**src/rtl/alu_iter_exec_if.sv**
```systemverilog
// Execute-stage handshake bundle: op/operand request channel and result channel.
// No latency of its own; purely wiring between ID/EX issue logic and the ALU.
// Backpressure: in_ready/out_ready carry stall information in each direction.
// Signals: in_valid/in_ready/Operation/SrcA/SrcB (request), out_valid/out_ready/
// ALUResult/BrTaken/IllegalOp (response), busy (iterative shift in progress).
interface alu_iter_exec_if #(
  parameter int DATA_WIDTH = 32
);
  logic                  in_valid;
  logic                  in_ready;
  logic [3:0]            Operation;
  logic [DATA_WIDTH-1:0] SrcA;
  logic [DATA_WIDTH-1:0] SrcB;
  logic                  out_valid;
  logic                  out_ready;
  logic [DATA_WIDTH-1:0] ALUResult;
  logic                  BrTaken;
  logic                  IllegalOp;
  logic                  busy;

  // Issue side / consumer side (drives operands, accepts results).
  modport master (
    output in_valid, Operation, SrcA, SrcB, out_ready,
    input  in_ready, out_valid, ALUResult, BrTaken, IllegalOp, busy
  );

  // ALU side.
  modport slave (
    input  in_valid, Operation, SrcA, SrcB, out_ready,
    output in_ready, out_valid, ALUResult, BrTaken, IllegalOp, busy
  );
endinterface

```
**src/rtl/alu_iter_exec.sv**
```systemverilog
// Execute-stage ALU driven by the 4-bit ALU-controller op code; result + branch flag.
// Latency 1 cycle; shifts take shamt+1 cycles (1 with FAST_SHIFT_EN defined).
// Backpressure: result held while out_ready=0; in_ready=0 while shifting or output blocked.
// Ports: clk, reset (sync, active-high), io (alu_iter_exec_if.slave: in_valid/in_ready,
// Operation, SrcA, SrcB, out_valid/out_ready, ALUResult, BrTaken, IllegalOp, busy).
// Optional macro FAST_SHIFT_EN: replaces the 1-bit/cycle shifter with a barrel shifter.
module alu_iter_exec #(
  parameter int DATA_WIDTH = 32
) (
  input  logic                clk,
  input  logic                reset,
  alu_iter_exec_if.slave      io
);
  localparam int SHW = $clog2(DATA_WIDTH);

  typedef enum logic {IDLE = 1'b0, SHIFT = 1'b1} state_t;

  state_t                state;
  logic [DATA_WIDTH-1:0] acc;
  logic [SHW-1:0]        cnt;
  logic [1:0]            sh_kind;   // Operation[1:0] of the latched shift: 01 SLL, 10 SRL, 11 SRA
  logic                  out_valid_q;
  logic [DATA_WIDTH-1:0] result_q;
  logic                  br_q;
  logic                  ill_q;

  logic                  accept;
  logic [SHW-1:0]        shamt;
  logic                  is_shift;
  logic                  go_shift;
  logic [DATA_WIDTH-1:0] sum;
  logic                  lt_s;
  logic [DATA_WIDTH-1:0] res;
  logic                  br;
  logic                  ill;
  logic [DATA_WIDTH-1:0] acc_next;

  // One-bit step of the iterative shifter for the latched shift kind.
  function automatic logic [DATA_WIDTH-1:0] shift1(input logic [1:0] kind,
                                                   input logic [DATA_WIDTH-1:0] v);
    case (kind)
      2'b01:   shift1 = {v[DATA_WIDTH-2:0], 1'b0};
      2'b10:   shift1 = {1'b0, v[DATA_WIDTH-1:1]};
      default: shift1 = {v[DATA_WIDTH-1], v[DATA_WIDTH-1:1]};
    endcase
  endfunction

  assign shamt    = io.SrcB[SHW-1:0];
  assign is_shift = (io.Operation == 4'b1101) || (io.Operation == 4'b1110) ||
                    (io.Operation == 4'b1111);
  assign sum      = io.SrcA + io.SrcB;
  assign lt_s     = $signed(io.SrcA) < $signed(io.SrcB);
  assign acc_next = shift1(sh_kind, acc);

  // Issue is allowed only when idle and the output slot is free or draining now.
  assign io.in_ready = (state == IDLE) && (!out_valid_q || io.out_ready);
  assign accept      = io.in_valid && io.in_ready;

`ifdef FAST_SHIFT_EN
  assign go_shift = 1'b0;
  assign io.busy  = 1'b0;
`else
  // A zero shift amount is just a copy of SrcA, so it takes the single-cycle path.
  assign go_shift = is_shift && (shamt != '0);
  assign io.busy  = (state == SHIFT);
`endif

  always_comb begin
    res = '0;
    br  = 1'b0;
    ill = 1'b0;
    case (io.Operation)
      4'b0000: res = io.SrcA & io.SrcB;
      4'b0001: res = io.SrcA | io.SrcB;
      4'b0010: res = sum;
      4'b0011: begin res = sum; br = 1'b1; end
      4'b0100: res = {{(DATA_WIDTH-1){1'b0}}, lt_s};
      4'b0101: res = io.SrcA ^ io.SrcB;
      4'b0110: res = io.SrcA - io.SrcB;
      4'b0111: begin res = {sum[DATA_WIDTH-1:1], 1'b0}; br = 1'b1; end
      4'b1000: br = (io.SrcA == io.SrcB);
      4'b1001: br = (io.SrcA != io.SrcB);
      4'b1010: br = lt_s;
      4'b1011: br = !lt_s;
      4'b1100: ill = 1'b1;
`ifdef FAST_SHIFT_EN
      4'b1101: res = io.SrcA << shamt;
      4'b1110: res = io.SrcA >> shamt;
      default: res = $unsigned($signed(io.SrcA) >>> shamt);
`else
      // Only reached with shamt==0 here; non-zero amounts go through SHIFT.
      default: res = io.SrcA;
`endif
    endcase
  end

  always_ff @(posedge clk) begin
    if (reset) begin
      state       <= IDLE;
      acc         <= '0;
      cnt         <= '0;
      sh_kind     <= 2'b00;
      out_valid_q <= 1'b0;
      result_q    <= '0;
      br_q        <= 1'b0;
      ill_q       <= 1'b0;
    end else begin
      case (state)
        IDLE: begin
          if (io.out_ready) out_valid_q <= 1'b0;
          if (accept) begin
            if (go_shift) begin
              acc     <= io.SrcA;
              cnt     <= shamt;
              sh_kind <= io.Operation[1:0];
              state   <= SHIFT;
            end else begin
              // Overrides the drain above: back-to-back results keep out_valid high.
              result_q    <= res;
              br_q        <= br;
              ill_q       <= ill;
              out_valid_q <= 1'b1;
            end
          end
        end
        SHIFT: begin
          acc <= acc_next;
          cnt <= cnt - SHW'(1);
          if (cnt == SHW'(1)) begin
            result_q    <= acc_next;
            br_q        <= 1'b0;
            ill_q       <= 1'b0;
            out_valid_q <= 1'b1;
            state       <= IDLE;
          end
        end
        default: state <= IDLE;
      endcase
    end
  end

  assign io.out_valid = out_valid_q;
  assign io.ALUResult = result_q;
  assign io.BrTaken   = br_q;
  assign io.IllegalOp = ill_q;
endmodule

```
**src/flat_wrapper.sv**
```systemverilog
// flat-port wrapper written by rule: the top's interface ports become plain ports
module alu_iter_exec_flat 
#(
  parameter int DATA_WIDTH = 32
)
  (clk, reset, io_in_valid, io_Operation, io_SrcA, io_SrcB, io_out_ready, io_in_ready, io_out_valid, io_ALUResult, io_BrTaken, io_IllegalOp, io_busy);
  alu_iter_exec_if #(.DATA_WIDTH(DATA_WIDTH)) io_i ();
  input  logic clk;
  input  logic reset;
  input wire logic [$bits(io_i.in_valid)-1:0] io_in_valid;
  input wire logic [$bits(io_i.Operation)-1:0] io_Operation;
  input wire logic [$bits(io_i.SrcA)-1:0] io_SrcA;
  input wire logic [$bits(io_i.SrcB)-1:0] io_SrcB;
  input wire logic [$bits(io_i.out_ready)-1:0] io_out_ready;
  output wire logic [$bits(io_i.in_ready)-1:0] io_in_ready;
  output wire logic [$bits(io_i.out_valid)-1:0] io_out_valid;
  output wire logic [$bits(io_i.ALUResult)-1:0] io_ALUResult;
  output wire logic [$bits(io_i.BrTaken)-1:0] io_BrTaken;
  output wire logic [$bits(io_i.IllegalOp)-1:0] io_IllegalOp;
  output wire logic [$bits(io_i.busy)-1:0] io_busy;
  assign io_i.in_valid = io_in_valid;
  assign io_i.Operation = io_Operation;
  assign io_i.SrcA = io_SrcA;
  assign io_i.SrcB = io_SrcB;
  assign io_i.out_ready = io_out_ready;
  assign io_in_ready = io_i.in_ready;
  assign io_out_valid = io_i.out_valid;
  assign io_ALUResult = io_i.ALUResult;
  assign io_BrTaken = io_i.BrTaken;
  assign io_IllegalOp = io_i.IllegalOp;
  assign io_busy = io_i.busy;
  alu_iter_exec #(.DATA_WIDTH(DATA_WIDTH)) u_core (.clk(clk), .reset(reset), .io(io_i));
endmodule
```
**config.mk**
```make
export PLATFORM = sky130hd
export DESIGN_NAME = alu_iter_exec_flat
export DESIGN_NICKNAME = d
export VERILOG_FILES = /design/src/rtl/alu_iter_exec_if.sv /design/src/rtl/alu_iter_exec.sv /design/src/flat_wrapper.sv
export SDC_FILE = /design/constraint.sdc
export NUM_CORES = 1
export LEC_CHECK = 0
export CAP_MARGIN = 10
export CORE_MARGIN = 5
export CORE_UTILIZATION = 60
export DETAILED_ROUTE_END_ITERATION = 6
export PLACE_DENSITY = 0.87
export SETUP_SLACK_MARGIN = 0.05
export SYNTH_ARGS = -nofsm -noshare
export SYNTH_HDL_FRONTEND = slang
export SYNTH_SLANG_ARGS = --single-unit
```
**constraint.sdc**
```tcl
create_clock -name clk -period 6.4 [get_ports clk]
set_input_delay 0.64 -clock clk [delete_from_list [all_inputs] [get_ports clk]]
set_output_delay 0.64 -clock clk [all_outputs]
set_load 0.01 [all_outputs]
```
; Word-level counts from Yosys, hierarchy flattened
; Cells that the tools add are included.
[totals]
register_bits = 75
input_bits = 72
out_inout_bits = 37
word_cells = 86
[op_classes]
n_addsub = 3
n_lt_le_gt_ge = 1
eq_ne = 24
n_mux = 30
n_bitwise = 4
reduce_logical = 16
[op_table]
columns = op, count
row1 = $pmux W32 S8, 1
row2 = $pmux W32 S2, 3
row3 = $mux W32, 5
row4 = $add A32 B32 Y32, 1
row5 = $and A32 B32 Y32, 1
row6 = $eq A32 B32 Y1, 1
row7 = $eq A4 B4 Y1 const B, 8
row8 = $lt A32 B32 Y1, 1
row9 = $ne A32 B32 Y1, 1
row10 = $or A32 B32 Y32, 1
row11 = $sub A32 B32 Y32, 1
row12 = $xor A32 B32 Y32, 1
row13 = $eq A4 B3 Y1 const B, 4
row14 = $mux W1, 13
row15 = $mux W5, 2
row16 = $pmux W5 S2, 1
row17 = $eq A4 B2 Y1 const B, 2
row18 = $pmux W1 S2, 4
row19 = $reduce_and A3 Y1, 2
row20 = $eq A5 B1 Y1 const B, 1
row21 = $pmux W1 S5, 1
row22 = $reduce_bool A5 Y1, 1
row23 = $reduce_or A5 Y1, 1
row24 = $sub A5 B1 Y5 const B, 1
row25 = other kinds (12), 20

; Depth between registers and ports, before layout
; Gate-level depths: netlist (run 1).
[depth]
word_depth = 7
ltp_mapped = 12
depth_no_buf = 12

; Worst setup path before layout (run 1)
; No wires, ideal clock.
[synth_timing]
path_kind = input-to-reg
from = input port io_SrcB[4]
to = register u_core.result_q[19] (netlist: u_core.io.ALUResult[19])
setup_time_ns = 0.079
arrival_ns = 3.113
t_required_ns = 6.321
path_slack_ns = 3.208
path_stages = 12
n_path_buf = 1
path_cell_list = inv_1 > ha_1 > buf_2 > nor2b_1 > or3_1 > o21a_1 > o311ai_1 > o21ai_1 > a2111oi_1 > o21ai_0 > a311o_1 > o211ai_1
[synth_between]
elab_chain_len = 5
word_cells_on_any_way = 10
classes_between = add/sub (2) / eq/ne (1) / mux (4) / reduce/logical (3)
[synth_rtl]
columns = element, line
row1 = "start, declared", flat_wrapper.sv:13  ; input wire logic [$bits(io_i.SrcB)-1:0] io_SrcB;
row2 = $add A32 B32 Y32 / $sub A32 B32 Y32 (equally long branches), "alu_iter_exec.sv:51, alu_iter_exec.sv:79"
row3 = $pmux W32 S8, alu_iter_exec.sv:72  ; case (io.Operation)
row4 = $mux W32, alu_iter_exec.sv:112  ; if (go_shift) begin
row5 = $mux W32, alu_iter_exec.sv:111  ; if (accept) begin
row6 = $pmux W32 S2, alu_iter_exec.sv:108  ; case (state)
row7 = "end signal, assigned", alu_iter_exec.sv:119  ; result_q <= res;
row8 = "end signal, assigned", alu_iter_exec.sv:130  ; result_q <= acc_next;
row9 = "end, declared", alu_iter_exec.sv:23  ; logic [DATA_WIDTH-1:0] result_q;
; Parallel ways exist; a longest one is shown, timed or not. The select of a mux whose other input is x is not followed.
; A chain may end at the register's enable or synchronous reset.

; Worst setup path after layout (run 1)
[layout_timing]
from = input port io_SrcA[0]
to = register u_core.result_q[28] (netlist: u_core.io.ALUResult[28])
[layout_between]
elab_chain_len = 5
word_cells_on_any_way = 6
classes_between = add/sub (2) / mux (4)
[layout_rtl]
columns = element, line
row1 = "start, declared", flat_wrapper.sv:12  ; input wire logic [$bits(io_i.SrcA)-1:0] io_SrcA;
row2 = $add A32 B32 Y32 / $sub A32 B32 Y32 (equally long branches), "alu_iter_exec.sv:51, alu_iter_exec.sv:79"
row3 = $pmux W32 S8 (*), alu_iter_exec.sv:72
row4 = $mux W32 (*), alu_iter_exec.sv:112
row5 = $mux W32 (*), alu_iter_exec.sv:111
row6 = $pmux W32 S2 (*), alu_iter_exec.sv:108
; Every way passes the cells marked *; elsewhere a longest branch is shown, timed or not. The select of a mux whose other input is x is not followed.

==> metrics.txt, run 1 <==
hold_ws 463 ps; count of final setup violators 0; count of state elements after synthesis 75; global-route usage over all layers 0.366; clock latency reported for the late side of the worst-skew pair between 300 and 400 ps; top cells by area in the synthesized netlist dfxtp_1 (17%), ha_1 (14%), a21oi_1 (7.3%), a211oi_1 (4.7%), nor2_1 (4.5%); Top-Level Pins between 100 and 150; R2R Path Start u_core.cnt[2]; hold endpoint u_core.io.IllegalOp; most common flop cell mapped by yosys dfxtp_1; ratio of routed vias to standard cells 6.99; share of total power consumed by net switching 0.376; category of the critical setup timing path input pin to register; fraction of layout instances using a drive strength above 1 0.0537; remaining antenna violation count after routing 0; setup slack on the worst flop-to-flop path 3480 ps; post-placement cell count between 1000 and 1500; residual DRC count 0; launch point of the worst hold path u_core.io.IllegalOp; max-cap violations 0; clock skew after layout ~11 ps; run status finished, final reports clean; DRT Wirelength between 30 and 40 mm; Post-Syn Instances approximately 1200; FFs w/ async S/R, synth 0; largest fanout of any net on the critical path 5; Antenna Cells 0; count of instances resized after the clock tree is built 0; pin count of the biggest net entering global routing 90; register share of total power 0.294; hold path cells 2; core region area 14600 um^2; crit-path cells clkdlybuf4s50_1 -> inv_1 -> ha_1 -> fa_1 -> o21bai_1 -> a211oi_1 -> a21oi_1 -> a41oi_1 -> o21ai_1 -> a211oi_1 -> a21bo_2 -> a221oi_1 -> o22ai_1; CTS tree built; Post-synth EDFFs 0; Slew Limit Headroom 0.197; Die X 132 um; Max VDD drop ~0.20 mV; slowest library cell on the worst path clkdlybuf4s50_1; 1st-pass router iterations 7; Min-Delay Path Class register to register; total nets after synthesis approximately 1400; nets 1453; DPL Wire Length approximately 25 mm; clock-pin slew on the worst setup and hold paths 60 ps; Least-Margin Pin Slew 1200 ps; count of pins over their slew limit 0; Worst path most repeated cell a211oi_1; commonest non-fill, non-tap cells in the layout a21oi_1 (130), clkdlybuf4s50_1 (107), nor2_1 (106), inv_1 (100), ha_1 (100); total number of placement rows 44; cell type with the largest total area after synthesis dfxtp_1; root buffer cell clkbuf_16; global-route wire length before repair between 50 and 60 mm; gr ovfl total 0; Max H-tree Level 3; I/O Buffers 108; DRT iter0 DRCs approximately 1300; Unique masters post-synth 79; share of Yosys cell area claimed by the top area cell type 0.168; peak clock frequency supported by timing around 230 MHz; internal portion of total power 1.12 mW; clock power share 0.308; register area share after synthesis 0.168; Worst R2R Path Depth 8; detailed-route via count 10300; initial core utilization 0.614; switching power 0.677 mW; average routed wire per standard cell 23.0 um; non-filler cells, final between 1000 and 1500; number of synthesis warnings 0; CP required approximately 6600 ps; CTS buffer count 9; Post CTS Setup Buffer Count 0; unrepaired setup endpoints after global routing false; initial antenna violation count 0; combinational share of power 0.398; DIE AREA approximately 17000 um^2; floorplan die height between 100 and 150 um; worst r2r dst u_core.io.ALUResult[29]; summed instance area of the synthesized netlist around 9000 um^2; CP bufs+invs 2; power per cell area between 150 and 200 nW/um^2; Post-Route Setup TNS 0 ps; total number of clock tree sinks 75; vias in the first global route 9745; startpoint types input pin; kind of cell adding the most delay to the critical path compound AO/OA/AOI/OAI gates; minimum period implied by the final worst setup slack between 4000 and 5000 ps; Hold Fails Final Rpt 0; count of hold-fix buffers inserted at cts 0; most frequent standard cell in the layout excluding fill and tap cells a21oi_1; maximum cell stage delay along the critical path a little under 600 ps; global placer's final weighted congestion 1.02; per-instance average area after synthesis just over 7 um^2; Leak Pwr 4.07 nW; kind of capture point of the worst setup path register; layout filler cell count about 1300; Arrival @ worst endpoint roughly 4500 ps; synthesis-to-finish area growth 14.0%; Final period util 0.674; maximum count of clock buffers along a single path 2
[synthesized netlist by cell type, types with 12 or more instances]
master / instances
a21oi_1: 130
nor2_1: 108
ha_1: 100
inv_1: 100
nand2_1: 84
dfxtp_1: 75
clkbuf_1: 72
o21ai_0: 70
a211oi_1: 56
nor3_1: 30
a221oi_1: 28
a22oi_1: 23
nand3_1: 23
and2_1: 22
a22o_1: 15
mux2i_1: 15
o221ai_1: 14
o22ai_1: 14
nor2b_1: 12
[power by group through the flow]
stage                     Sequential (mW)  Clock (mW)  Combinational, mW
after CTS                           0.527       0.552              0.696
after global routing                0.531       0.571              0.770
after floorplan                     0.537           0              0.453
after detailed placement            0.536           0              0.691
after global placement              0.536           0              0.685
final                               0.529       0.554              0.717
[cells by family (layout without fill, tap and decap cells)]
group / Yosys count / in the layout / share of synthesized area
muxes: 16 / 16 / 0.0180
AOI/OAI and AO/OA: 494 / 494 / 0.377
buffers and inverters: 197 / 242 / 0.100
adders and majority gates: 102 / 102 / 0.144
DFF: 75 / 75 / 0.168
and+or+nand+nor: 347 / 347 / 0.185
xor gates and xnor gates: 8 / 8 / 0.00782
[final cells by class]
type                            instances  area (um^2)  area share
Clock inverter                          6         90.1     0.00882
Sequential cell                        75         1500       0.147
Timing Repair Buffer                  123         1190       0.116
Clock buffer                           10          229      0.0224
Multi-Input combinational cell        967         6590       0.645
Inverter                              103          387      0.0379
Tap cell                              184          230      0.0225
[through the flow]
stage	utilization	instance area, um^2	total power, mW	setup WS (ps)
detailed placement	0.678	9890	1.23	1980
finish	0.700	10200	1.80	2090
CTS	0.700	10200	1.77	2300
global route	0.700	10200	1.87	1970
floorplan	-	8960	0.990	3210
global placement	0.678	9890	1.22	2040
[worst max-delay path by stage]
stage | start | to | slack (ps) | depth (start not counted)
2_1_floorplan | io_SrcB[4] | u_core.io.ALUResult[19] | 3210 | 12
3_5_place_dp | io_SrcA[0] | u_core.io.ALUResult[28] | 1980 | 13
6_report | io_SrcA[0] | u_core.io.ALUResult[28] | 2090 | 13
5_1_grt | io_SrcB[4] | u_core.io.ALUResult[19] | 1970 | 12
3_3_place_gp | io_SrcB[4] | u_core.io.ALUResult[19] | 2040 | 12
4_1_cts | io_SrcA[0] | u_core.io.ALUResult[28] | 2300 | 13
[worst min-delay path, delay by kind of cell, from the launching register on]
family	cells	cell delay, ps
simple gates	1	50
flops	1	310
compound gates	1	50
[state kept, by name (all words and copies together) (netlist names)]
| signal | cells |
|---|---|
| u_core.sh_kind | 2 |
| u_core.io.BrTaken | 1 |
| u_core.io.IllegalOp | 1 |
| u_core.acc | 32 |
| u_core.io.out_valid | 1 |
| u_core.io.busy | 1 |
| u_core.cnt | 5 |
| u_core.io.ALUResult | 32 |
[routing by layer]
layer,track usage,vias to the layer above,wire length [um]
met4,0.217,0,2320
met3,0.0687,160,3150
met5,0,-,0
met2,0.613,712,15800
met1,0.436,4727,12500
li1,-,4657,-
No activity file was read; power rests on OpenSTA's default activity.
==> run 2: changes to the inputs <==
CORE_UTILIZATION = 58   (was 60)
PLACE_DENSITY = 0.85   (was 0.87)
clock period = 4 ns   (was 6.4 ns; I/O delays follow)
==> run 2 against run 1 <==
Clock power rose by 84%. Design area rose by 6.5%. Wire length grew 4.8%. Count of clock-buffer cells in the layout is 1 lower. Critical path depth is 1 higher. Via count is 4.4% higher. Final cell count rose by 5.8%. First-iteration DRC count grew 7.4%. Global-route usage rose by 1.1 points. Clock skew fell by 3.7 ps. Non-clock buffer count increased by 82. Sequential power grew 61%. Critical path type unchanged.
==> metrics.txt, run 2 (synthesis gave the netlist of run 1 again) <==
minimum period implied by the final worst setup slack around 3700 ps; CTS tree built; DIE AREA roughly 18000 um^2; Final period util 0.921; fraction of layout instances using a drive strength above 1 0.111; Max H-tree Level 3; detailed-route via count around 11000; count of hold-fix buffers inserted at cts 0; root buffer cell clkbuf_16; remaining antenna violation count after routing 0; most frequent standard cell in the layout excluding fill and tap cells a21oi_1; vias in the first global route just over 10000; power per cell area approximately 290 nW/um^2; kind of capture point of the worst setup path register; Die X ~130 um; Arrival @ worst endpoint 3880 ps; initial antenna violation count 0; total number of clock tree sinks 75; DRT iter0 DRCs 1402; commonest non-fill, non-tap cells in the layout a21oi_1 (130), clkdlybuf4s50_1 (107), nor2_1 (106), inv_1 (100), ha_1 (100); synthesis-to-finish area growth 21.4%; Total Power Consumption roughly 3.1 mW; Post CTS Setup Buffer Count 0; count of instances resized after the clock tree is built 0; DRT Wirelength approximately 35 mm; ratio of routed vias to standard cells around 6.9; initial core utilization 0.589; clock-pin slew on the worst setup and hold paths around 70 ps; 1st-pass router iterations 6; unrepaired setup endpoints after global routing false; Max VDD drop between 0.2 and 0.25 mV; CTS buffer count 9; maximum count of clock buffers along a single path 2; Post-Route Setup TNS 0 ps; global-route wire length before repair 54.4 mm; gr ovfl total 0; Final Core Density 0.715; pin count of the biggest net entering global routing 69; nets approximately 1500; total number of placement rows between 40 and 50; clock latency reported for the late side of the worst-skew pair 350 ps; Min-Delay Path Class input pin to register; Leak Pwr between 4 and 5 nW; count of final setup violators 0; average routed wire per standard cell between 20 and 25 um; largest fanout of any net on the critical path 7; startpoint types input pin; global placer's final weighted congestion 1.02; Slew Limit Headroom 0.387; category of the critical setup timing path input pin to register; clock skew after layout 7.59 ps; Antenna Cells 0; max-cap violations 0; core region area approximately 15000 um^2; Hold Fails Final Rpt 0; global-route usage over all layers 0.377; Least-Margin Pin Slew between 900 and 1000 ps; setup slack on the worst flop-to-flop path between 1000 and 1500 ps; I/O Buffers 108; floorplan die height between 100 and 150 um; count of pins over their slew limit 0; residual DRC count 0; CP required about 4200 ps; DPL Wire Length between 20 and 30 mm; run status finished, final reports clean; peak clock frequency supported by timing around 270 MHz; Top-Level Pins 109
run 2: changes by cell type in the layout (fill, tap and decap cells not counted):
cell / before / now
buf_4: 15 / 97
bufinv_16: 2 / 4
clkbuf_1: 1 / 0
clkinv_2: 1 / 0
clkinv_4: 2 / 1
clkinvlp_4: 1 / 0
inv_6: 0 / 1
run 2: critical path, stage by stage:
cell and delay (ps):
clkdlybuf4s50_1 520, inv_1 80, ha_1 350, buf_4 170, nor2_1 50, a211oi_1 390, a21oi_1 120, buf_4 160
a41oi_1 360, o21ai_1 180, a211oi_1 540, nor3_1 110, a221oi_1 310, o22ai_1 140
run 2: layer usage:
metal | global-route usage | routed length, um
met5 | 0 | 0
met1 | 0.451 | 13100
met4 | 0.279 | 3080
met2 | 0.617 | 15900
met3 | 0.0506 | 3310
run 2: report_power, final:
group          leakage [nW]  switching, mW  internal (mW)  total (mW)
sequential            0.612         0.0517          0.801       0.853
clock                 0.176          0.350          0.673        1.02
combinational          3.70          0.717          0.521        1.24
run 2: stage by stage:
stage / setup WS, ps / instances / area, um^2 / hold WS, ps
2_1_floorplan: 1050 / 1239 / 8960 / 449
3_3_place_gp: 101 / 1538 / 10500 / 442
3_5_place_dp: 43.6 / 1538 / 10500 / 448
4_1_cts: 387 / 1553 / 10900 / 428
5_1_grt: 61.2 / 1553 / 10900 / 450
6_report: 316 / 1553 / 10900 / 452
run 2: cell type report:
cell class,count,area [um^2]
tap,188,235
timing repair buffer,205,1800
clock inverter,6,138
multi-input combinational,967,6590
sequential,75,1500
clock buffer,9,225
fill,1286,4330
inverter,103,387
run 2: final timing paths:
check	start	endpoint	depth (start not counted)
worst max-delay path	io_SrcA[4]	u_core.io.ALUResult[28]	14
worst max register to register	u_core.cnt[2]	u_core.io.ALUResult[24]	7
worst min-delay path	reset	u_core.io.ALUResult[30]	2
worst min register to register	u_core.io.IllegalOp	u_core.io.IllegalOp	2
